File: config.mk
export PLATFORM = sky130hd
export DESIGN_NAME = operand_stepper_flat
export DESIGN_NICKNAME = d
export VERILOG_FILES = /design/src/rtl/operand_stepper_pkg.sv /design/src/rtl/operand_stepper_if.sv /design/src/rtl/operand_stepper_sat_addsub.sv /design/src/rtl/operand_stepper.sv /design/src/flat_wrapper.sv
export SDC_FILE = /design/constraint.sdc
export NUM_CORES = 1
export LEC_CHECK = 0
export BUFFER_PORTS_ARGS = -buffer_cell sky130_fd_sc_hd__clkbuf_2
export CAP_MARGIN = 30
export CORE_UTILIZATION = 58
export DETAILED_ROUTE_END_ITERATION = 7
export PLACE_DENSITY = 0.8
export SLEW_MARGIN = 20
export SYNTH_ARGS = -nofsm -noshare
export SYNTH_HDL_FRONTEND = slang
export SYNTH_HIERARCHICAL = 1
export SYNTH_SLANG_ARGS = --single-unit
export TNS_END_PERCENT = 30
File: constraint.sdc
create_clock -name clk -period 4.4 [get_ports clk]
set_input_delay 1.1 -clock clk [delete_from_list [all_inputs] [get_ports clk]]
set_output_delay 1.1 -clock clk [all_outputs]
set_load 0.01 [all_outputs]
File: src/rtl/operand_stepper_pkg.sv
// Shared op-code and state definitions for the operand stepper.
// Latency: n/a (types and constants only).
// Backpressure: n/a.
package operand_stepper_pkg;

    localparam int OP_W = 3;

    typedef enum logic [OP_W-1:0] {
        OP_NOP      = 3'd0,
        OP_INC      = 3'd1,
        OP_DEC      = 3'd2,
        OP_LOAD     = 3'd3,
        OP_CLEAR    = 3'd4,
        OP_SWEEP_UP = 3'd5,
        OP_SWEEP_DN = 3'd6,
        OP_RSVD     = 3'd7   // decodes as NOP
    } op_e;

    typedef enum logic {
        ST_IDLE = 1'b0,
        ST_RUN  = 1'b1
    } state_e;

endpackage

File: src/rtl/operand_stepper_if.sv
// Command channel of the operand stepper: valid/ready handshake plus payload.
// Latency: n/a (wiring only).
// Backpressure: slave drives cmd_ready; a beat transfers when valid and ready are both high.
interface operand_stepper_if
    import operand_stepper_pkg::*;
#(
    parameter int WIDTH = 8,
    parameter int NCH   = 2,
    parameter int CNT_W = 8
);
    logic             cmd_valid;
    logic             cmd_ready;
    logic [OP_W-1:0]  cmd_op;
    logic [NCH-1:0]   cmd_mask;
    logic [WIDTH-1:0] cmd_arg;
    logic [CNT_W-1:0] cmd_count;

    modport master (output cmd_valid, cmd_op, cmd_mask, cmd_arg, cmd_count, input  cmd_ready);
    modport slave  (input  cmd_valid, cmd_op, cmd_mask, cmd_arg, cmd_count, output cmd_ready);
endinterface

File: src/rtl/operand_stepper_sat_addsub.sv
// One channel's add/subtract with carry/borrow detect and optional clamp.
// Latency: combinational.
// Backpressure: none.
module sat_addsub #(
    parameter int WIDTH = 8
) (
    input  logic [WIDTH-1:0] i_a,
    input  logic [WIDTH-1:0] i_b,
    input  logic             i_sub,
    input  logic             i_sat,
    output logic [WIDTH-1:0] o_y,
    output logic             o_carry
);
    logic [WIDTH:0] w_raw;

    // Extra MSB catches carry on add and borrow (negative result) on subtract
    always_comb begin
        w_raw   = i_sub ? ({1'b0, i_a} - {1'b0, i_b}) : ({1'b0, i_a} + {1'b0, i_b});
        o_carry = w_raw[WIDTH];
        if (i_sat && o_carry) begin
            o_y = i_sub ? '0 : '1;
        end else begin
            o_y = w_raw[WIDTH-1:0];
        end
    end
endmodule

File: src/rtl/operand_stepper.sv
// Per-channel register stepper: single-shot INC/DEC/LOAD/CLEAR and multi-cycle sweeps.
// Latency: single-shot result and done one cycle after accept; sweep done one cycle after the last step.
// Backpressure: cmd_ready low while sweeping, while en is low, and until the first edge after reset release.
module operand_stepper
    import operand_stepper_pkg::*;
#(
    parameter int WIDTH = 8,
    parameter int NCH   = 2,
    parameter int CNT_W = 8
) (
    input  logic                 clk,
    input  logic                 rst_n,
    input  logic                 en,
    operand_stepper_if.slave     cmd,
    input  logic                 sat_mode,
    input  logic                 clr_flags,
    output logic [NCH*WIDTH-1:0] val,
    output logic [NCH-1:0]       ovf,
    output logic                 busy,
    output logic                 done
);
    state_e           r_state;
    op_e              r_op;
    logic [NCH-1:0]   r_mask;
    logic [WIDTH-1:0] r_step;
    logic [CNT_W-1:0] r_cnt;
    logic             r_live;
    logic [WIDTH-1:0] r_val [NCH];
    logic [NCH-1:0]   r_ovf;
    logic             r_busy;
    logic             r_done;

    op_e              w_cmd_op;
    op_e              w_cur_op;
    logic             w_run;
    logic             w_acc;
    logic             w_sweep_cmd;
    logic             w_arith;
    logic             w_sub;
    logic [WIDTH-1:0] w_cur_arg;
    logic [NCH-1:0]   w_cur_mask;
    logic [WIDTH-1:0] w_sum [NCH];
    logic [NCH-1:0]   w_carry;
    logic [NCH-1:0]   w_ovf_set;

    // Ready is held low until the first edge after reset release so it never rises asynchronously
    assign cmd.cmd_ready = en & r_live & (r_state == ST_IDLE);
    assign w_acc         = cmd.cmd_valid & cmd.cmd_ready;

    // Operand source: the incoming command when idle, the latched sweep while running
    always_comb begin
        w_cmd_op    = op_e'(cmd.cmd_op);
        w_run       = (r_state == ST_RUN);
        w_sweep_cmd = (w_cmd_op == OP_SWEEP_UP) || (w_cmd_op == OP_SWEEP_DN);
        w_cur_op    = w_run ? r_op   : w_cmd_op;
        w_cur_arg   = w_run ? r_step : cmd.cmd_arg;
        w_cur_mask  = w_run ? r_mask : cmd.cmd_mask;
        w_arith     = w_run ? en
                            : (w_acc && ((w_cmd_op == OP_INC) || (w_cmd_op == OP_DEC)));
        w_sub       = (w_cur_op == OP_DEC) || (w_cur_op == OP_SWEEP_DN);
        w_ovf_set   = w_carry & w_cur_mask & {NCH{w_arith}};
    end

    genvar g;
    generate
        for (g = 0; g < NCH; g++) begin : g_ch
            sat_addsub #(.WIDTH(WIDTH)) u_addsub (
                .i_a     (r_val[g]),
                .i_b     (w_cur_arg),
                .i_sub   (w_sub),
                .i_sat   (sat_mode),
                .o_y     (w_sum[g]),
                .o_carry (w_carry[g])
            );
            assign val[g*WIDTH +: WIDTH] = r_val[g];
        end
    endgenerate

    assign ovf  = r_ovf;
    assign busy = r_busy;
    assign done = r_done;

    // Command acceptance, sweep sequencing, channel and flag updates; en low freezes everything
    always_ff @(posedge clk or negedge rst_n) begin
        if (!rst_n) begin
            r_state <= ST_IDLE;
            r_op    <= OP_NOP;
            r_mask  <= '0;
            r_step  <= '0;
            r_cnt   <= '0;
            r_live  <= 1'b0;
            r_ovf   <= '0;
            r_busy  <= 1'b0;
            r_done  <= 1'b0;
            for (int i = 0; i < NCH; i++) begin
                r_val[i] <= '0;
            end
        end else begin
            r_live <= 1'b1;
            r_done <= 1'b0;
            if (en) begin
                // A fresh overflow wins over a same-cycle clear
                r_ovf <= (clr_flags ? '0 : r_ovf) | w_ovf_set;
                for (int i = 0; i < NCH; i++) begin
                    if (w_arith && w_cur_mask[i]) begin
                        r_val[i] <= w_sum[i];
                    end else if (w_acc && cmd.cmd_mask[i] && (w_cmd_op == OP_LOAD)) begin
                        r_val[i] <= cmd.cmd_arg;
                    end else if (w_acc && cmd.cmd_mask[i] && (w_cmd_op == OP_CLEAR)) begin
                        r_val[i] <= '0;
                    end
                end
                if (w_acc) begin
                    if (w_sweep_cmd && (cmd.cmd_count != '0)) begin
                        r_state <= ST_RUN;
                        r_op    <= w_cmd_op;
                        r_mask  <= cmd.cmd_mask;
                        r_step  <= cmd.cmd_arg;
                        r_cnt   <= cmd.cmd_count;
                        r_busy  <= 1'b1;
                    end else begin
                        r_done <= 1'b1;
                    end
                end else if (w_run) begin
                    r_cnt <= r_cnt - CNT_W'(1);
                    if (r_cnt == CNT_W'(1)) begin
                        r_state <= ST_IDLE;
                        r_busy  <= 1'b0;
                        r_done  <= 1'b1;
                    end
                end
            end
        end
    end
endmodule

File: src/flat_wrapper.sv
// flat-port wrapper written by rule: the top's interface ports become plain ports
module operand_stepper_flat import operand_stepper_pkg::*;
#(
    parameter int WIDTH = 8,
    parameter int NCH   = 2,
    parameter int CNT_W = 8
)
  (clk, rst_n, en, sat_mode, clr_flags, val, ovf, busy, done, cmd_cmd_valid, cmd_cmd_op, cmd_cmd_mask, cmd_cmd_arg, cmd_cmd_count, cmd_cmd_ready);
  operand_stepper_if #(.WIDTH(WIDTH), .NCH(NCH), .CNT_W(CNT_W)) cmd_i ();
  input  logic clk;
  input  logic rst_n;
  input  logic en;
  input  logic sat_mode;
  input  logic clr_flags;
  output logic [NCH*WIDTH-1:0] val;
  output logic [NCH-1:0] ovf;
  output logic busy;
  output logic done;
  input wire logic [$bits(cmd_i.cmd_valid)-1:0] cmd_cmd_valid;
  input wire logic [$bits(cmd_i.cmd_op)-1:0] cmd_cmd_op;
  input wire logic [$bits(cmd_i.cmd_mask)-1:0] cmd_cmd_mask;
  input wire logic [$bits(cmd_i.cmd_arg)-1:0] cmd_cmd_arg;
  input wire logic [$bits(cmd_i.cmd_count)-1:0] cmd_cmd_count;
  output wire logic [$bits(cmd_i.cmd_ready)-1:0] cmd_cmd_ready;
  assign cmd_i.cmd_valid = cmd_cmd_valid;
  assign cmd_i.cmd_op = cmd_cmd_op;
  assign cmd_i.cmd_mask = cmd_cmd_mask;
  assign cmd_i.cmd_arg = cmd_cmd_arg;
  assign cmd_i.cmd_count = cmd_cmd_count;
  assign cmd_cmd_ready = cmd_i.cmd_ready;
  operand_stepper #(.WIDTH(WIDTH), .NCH(NCH), .CNT_W(CNT_W)) u_core (.clk(clk), .rst_n(rst_n), .en(en), .cmd(cmd_i), .sat_mode(sat_mode), .clr_flags(clr_flags), .val(val), .ovf(ovf), .busy(busy), .done(done));
endmodule
# Word-level counts from Yosys, hierarchy flattened
# Index checks and enable logic that the tools add are counted.
# classes
muxes,31
addsub,5
eq_ne,10
bitwise,7
n_reduce_logical,26
# op_table
operator,count
2-to-1 mux 8 bit,13
adder 8 x 8 -> 9 bit,2
2-to-1 mux 9 bit,2
subtractor 8 x 8 -> 9 bit,2
2-to-1 mux 1 bit,13
== test 3 bit (second input constant),4
logical AND 1 bit,12
== test 3 x 2 -> 1 bit (second input constant),3
== test 8 x 1 -> 1 bit (second input constant),1
nonzero test 8 bit,1
subtractor 8 x 1 -> 8 bit (second input constant),1
AND reduction 2 bit,3
AND reduction 3 bit,2
nonzero test 3 bit,2
AND 2 bit,2
2-to-1 mux 2 bit,2
AND reduction 4 bit,1
nonzero test 2 bit,2
AND 1 bit,3
== test 3 x 1 -> 1 bit (second input constant),1
logical OR 1 bit,3
2-to-1 mux 3 bit,1
inequality test 2 bit (second input constant),1
bitwise OR 2 bit,1
NOT 1 bit,1
# word_totals
inputBits,27
wordCells,90
ff_bits,43
output_inout_bits,21

# Logic depth before layout (Yosys ltp)
# logic_depth
word_depth,8
depth_mapped,15
ltp_nobuf,13

# Cells and area by module
# Netlist, hierarchy kept.
# by_module_without_submodules
module,n_inst,seq_area_each_um2,area_each_um2,cells_each
operand_stepper,1,1051.0,2203.4,186
sat_addsub,2,0.0,620.6,80

# Worst setup path after synthesis
# Ideal clock, no wire load.
# synth_timing
path_type,input to register
from,input cmd_cmd_op[0]
to,register u_core.r_val (netlist bit u_core/val[0])
t_required_ns,4.274
path_slack_ns,0.200
stages,12
arrival_time_ns,4.074
setup_time_ns,0.126
path_buffers,2
cell_sequence,nand2b_1 o21ai_0 clkbuf_1 clkbuf_1 mux2i_1 fa_1 a211oi_2 o31ai_2 a211oi_4 mux2i_4 mux2i_1 a221o_1
# synth_rtl
element,line,text
"start, declared",flat_wrapper.sv:20,input wire logic [$bits(cmd_i.cmd_op)-1:0] cmd_cmd_op;
"end signal, assigned by index",operand_stepper.sv:106,r_val[i] <= w_sum[i];
"end signal, assigned by index",operand_stepper.sv:108,r_val[i] <= cmd.cmd_arg;
"end, declared",operand_stepper.sv:28,logic [WIDTH-1:0] r_val [NCH];

==> results.json <==
{
  "syn-cell-area_sq_um": 3440,
  "synth.mux.area_fraction": 0.137,
  "total_power_w": 0.00337,
  "worst_setup_path_startpoint": "cmd_cmd_arg[2]",
  "remaining_drc_errors": 0,
  "seqCellArea_sq_um": 1050,
  "synth_seq_cells": 42,
  "power_leakage_nw": 1.76,
  "starting_density": 0.614,
  "vias_in_the_first_global_route": 2822,
  "min_period_over_period": 0.933,
  "insertedDiodeCount": 0,
  "area_growth_pct": 13.0,
  "drive_above_1_share": 0.271,
  "postSynthNetCount": 395,
  "adder_and_majority_gate_portion_of_the_synthesized_area": 0.0843,
  "track_usage": 0.294,
  "critPathMaxFanout": 7,
  "maxClockFrequency_mhz": 244,
  "antenna_found_initial": 0,
  "async_flop_share": 1.00,
  "layout.cells.most_common_list": "sky130_fd_sc_hd__clkbuf_2, sky130_fd_sc_hd__dfrtp_1, sky130_fd_sc_hd__a21oi_1",
  "r2r_slack_ns": 0.61,
  "vias": 2899,
  "worst_slew_pin_slew_ns": 0.916,
  "reg2regPathDepth": 12,
  "place.port_buffers": 47,
  "synthXorXnorAreaFrac": 0.0687,
  "postSynth.topFlopCell": "sky130_fd_sc_hd__dfrtp_1",
  "clk_pin_slew_ns": 0.08,
  "drt_iter0_drc": 271,
  "grt_overflow_total": 0,
  "final.setup_skew_ns": 0.00774,
  "period_needed_ns": 4.10,
  "cp.arrival_ns": 4.30,
  "fp.dieArea_sq_um": 6250,
  "mostFrequentLayoutCell": "sky130_fd_sc_hd__clkbuf_2",
  "detail_route.vias_per_cell": 6.15,
  "drt-pass1-iter-count": 4,
  "worst_setup_path_start_kind": "input port",
  "timing_max_transition_violations_final": 0,
  "place_inst": 461,
  "postLayoutCellArea_sq_um": 3890,
  "status": "finished, final reports clean",
  "grt_setup_unrepaired": "no",
  "synthCells": 346,
  "count_of_different_cell_masters_after_synthesis": 62,
  "setup.worst_path.end": "u_core/val[6]",
  "hpwlAfterDp_mm": 6.34,
  "detailedPlace.worstSlack_ns": -0.00629,
  "cp_slowest_cell": "sky130_fd_sc_hd__nor3_1",
  "placementRows": 27,
  "synth-compound-area-share": 0.202,
  "critPathKind": "input port to flip-flop",
  "final_critical_path_setup_slack_ns": 0.296,
  "place.gp.congestion": 0.937,
  "grt_max_degree": 43,
  "post_synth_main_area_contributors": "sky130_fd_sc_hd__dfrtp_1, sky130_fd_sc_hd__ha_1, sky130_fd_sc_hd__mux2i_1",
  "drt_wl_total_mm": 8.43,
  "timing.rr.start": "u_core/r_state",
  "worst_ir_drop_vdd_v": 0.000535,
  "crit_path_cell_trace": "clkbuf_2 -> mux2_2 -> nor3_1 -> nor2_1 -> xnor2_1 -> ha_1 -> o21ai_0 -> o31ai_2 -> a211oi_4 -> mux2i_4 -> buf_12 -> mux2i_1 -> a221o_1",
  "timing.critical_path.slowest_cell_delay_ns": 0.44,
  "slew_headroom": 0.389,
  "cap_violations": 0,
  "timing.hold.worst.class": "flip-flop to flip-flop",
  "number_of_flops_mapped_to_enable_cells_by_yosys": 0,
  "library_cell_with_the_largest_summed_area_after_synthesis": "sky130_fd_sc_hd__dfrtp_1",
  "worst_skew_pair.late_latency_ns": 0.30,
  "synth.avg_cell_area_sq_um": 9.96,
  "total_clock_sinks": 42,
  "layoutNonFillerInstCount": 471,
  "post_cts_hold_buffer_count": 0,
  "root_buffer": "sky130_fd_sc_hd__clkbuf_8",
  "cts-htree-levels": 2,
  "crit-reg2reg-capture": "u_core/val[6]",
  "ys_warn_count": 6,
  "wl_per_cell_um": 17.9,
  "ios": 48,
  "design.final.nets": 447,
  "die_width_um": 79.1,
  "cellPowerDensity_nw_per_um2": 865,
  "cts_inserted_buffers": 5,
  "cts_tree": "built",
  "setup.worst_path.end_class": "flip-flop",
  "die_height_um": 79.1,
  "setup-violations-final": 0,
  "dpl-instance-area_sq_um": 3760,
  "required_ns": 4.59,
  "seq_area_frac_synth": 0.305,
  "drt.antenna.violating_nets": 0,
  "count_of_fill_cells_added_during_filler_insertion": 447,
  "dominant_combinational_cell_family_by_area_after_synthesis": "compound AO/OA/AOI/OAI gates",
  "multiInputGateArea_sq_um": 2250,
  "core_area_sq_um": 5610,
  "clock_path_buffers": 2,
  "synthSimpleGateAreaFrac": 0.159,
  "grt_first_pass_wirelength_mm": 14.0,
  "synth.top_cell.area_share": 0.305,
  "hold_violations": 0
}
==> cell usage after synthesis (all sizes together), types with 3 or more instances <==
library cell / instances
o311ai: 3
mux2i: 22
nor4: 4
ha: 20
and2: 18
nand3b: 4
nand2b: 3
a211oi: 4
nand2: 16
o21ai: 12
a221o: 16
nand3: 5
or4: 4
xor2: 11
inv: 22
clkbuf: 5
nor2b: 4
buf: 6
nor2: 15
mux2: 18
xnor2: 16
a31oi: 3
a21oi: 32
nor3: 10
dfrtp: 42
==> report_power, final <==
part	internal [W]	switching [W]	total (W)
clock	0.000167	0.000141	0.000309
sequential	0.000532	0.000138	0.000670
combinational	0.00111	0.00128	0.00239
total	0.00181	0.00156	0.00337
==> layer usage <==
layer | vias up | routed length [um] | track usage
li1 | 1374 | - | -
met1 | 1426 | 3770 | 0.403
met2 | 88 | 4050 | 0.471
met3 | 11 | 503 | 0.0540
met4 | 0 | 101 | 0.0873
met5 | - | 0 | 0
==> state kept, by name, summed over array words and instances, names as in the netlist <==
| name | flops |
|---|---|
| u_core/r_cnt | 8 |
| u_core/r_op | 2 |
| u_core/val | 16 |
| u_core/r_step | 8 |
| u_core/r_state | 1 |
| u_core/done | 1 |
| u_core/busy | 1 |
| u_core/r_live | 1 |
| u_core/ovf | 2 |
| u_core/r_mask | 2 |
==> cells by family (layout without fill, tap and decap cells) <==
kind of cell             count (synthesis)  in the layout
AO/OA/AOI/OAI                           89             89
XOR/XNOR                                27             27
adder cells (fa/ha/maj)                 22             22
buffers and inverters                   33             86
flip-flops                              42             42
multiplexers                            40             40
other                                    1              1
AND/OR/NAND/NOR                         92             92
==> worst max-delay path: cells and delay by family <==
kind	cells	cell delay (ns)
AOI/OAI and AO/OA	4	1.09
xor gates and xnor gates	1	0.21
adders and majority gates	1	0.32
buffers and inverters	2	0.28
muxes	3	0.74
and+or+nand+nor	2	0.55
==> per-stage QoR <==
stage,util,hold slack [ns],setup TNS [ns]
after floorplan,-,0.448,0
after global placement,0.670,0.462,0
after detailed placement,0.670,0.472,-0.0125
after CTS,0.689,0.491,0
after global routing,0.694,0.531,0
final,0.694,0.485,0
==> worst min-delay path by stage <==
| stage | depth (start not counted) | slack (ns) | end | startpoint |
|---|---|---|---|---|
| 2_1_floorplan | 2 | 0.45 | u_core/r_mask[0] | u_core/r_mask[0] |
| 6_report | 2 | 0.49 | u_core/r_op[1] | u_core/r_op[1] |
| 3_5_place_dp | 2 | 0.47 | u_core/r_op[1] | u_core/r_op[1] |
| 3_3_place_gp | 2 | 0.46 | u_core/r_mask[1] | u_core/r_mask[1] |
| 4_1_cts | 2 | 0.49 | u_core/r_op[1] | u_core/r_op[1] |
| 5_1_grt | 1 | 0.53 | u_core/r_step[2] | u_core/r_step[2] |
==> repair_timing <==
item	4_1_cts	5_1_grt
endpoints found under the setup margin	0	8
resized for setup	0	0
setup buffers	0	2
==> area by class of cell <==
cell class,count,area share
Clock buffer,5,0.0177
Clock inverter,3,0.0103
Inverter,22,0.0212
Multi-Input combinational cell,271,0.577
Sequential cell,42,0.270
Tap cell,72,0.0231
Timing Repair Buffer,56,0.0810
No activity file was read; power rests on OpenSTA's default activity.
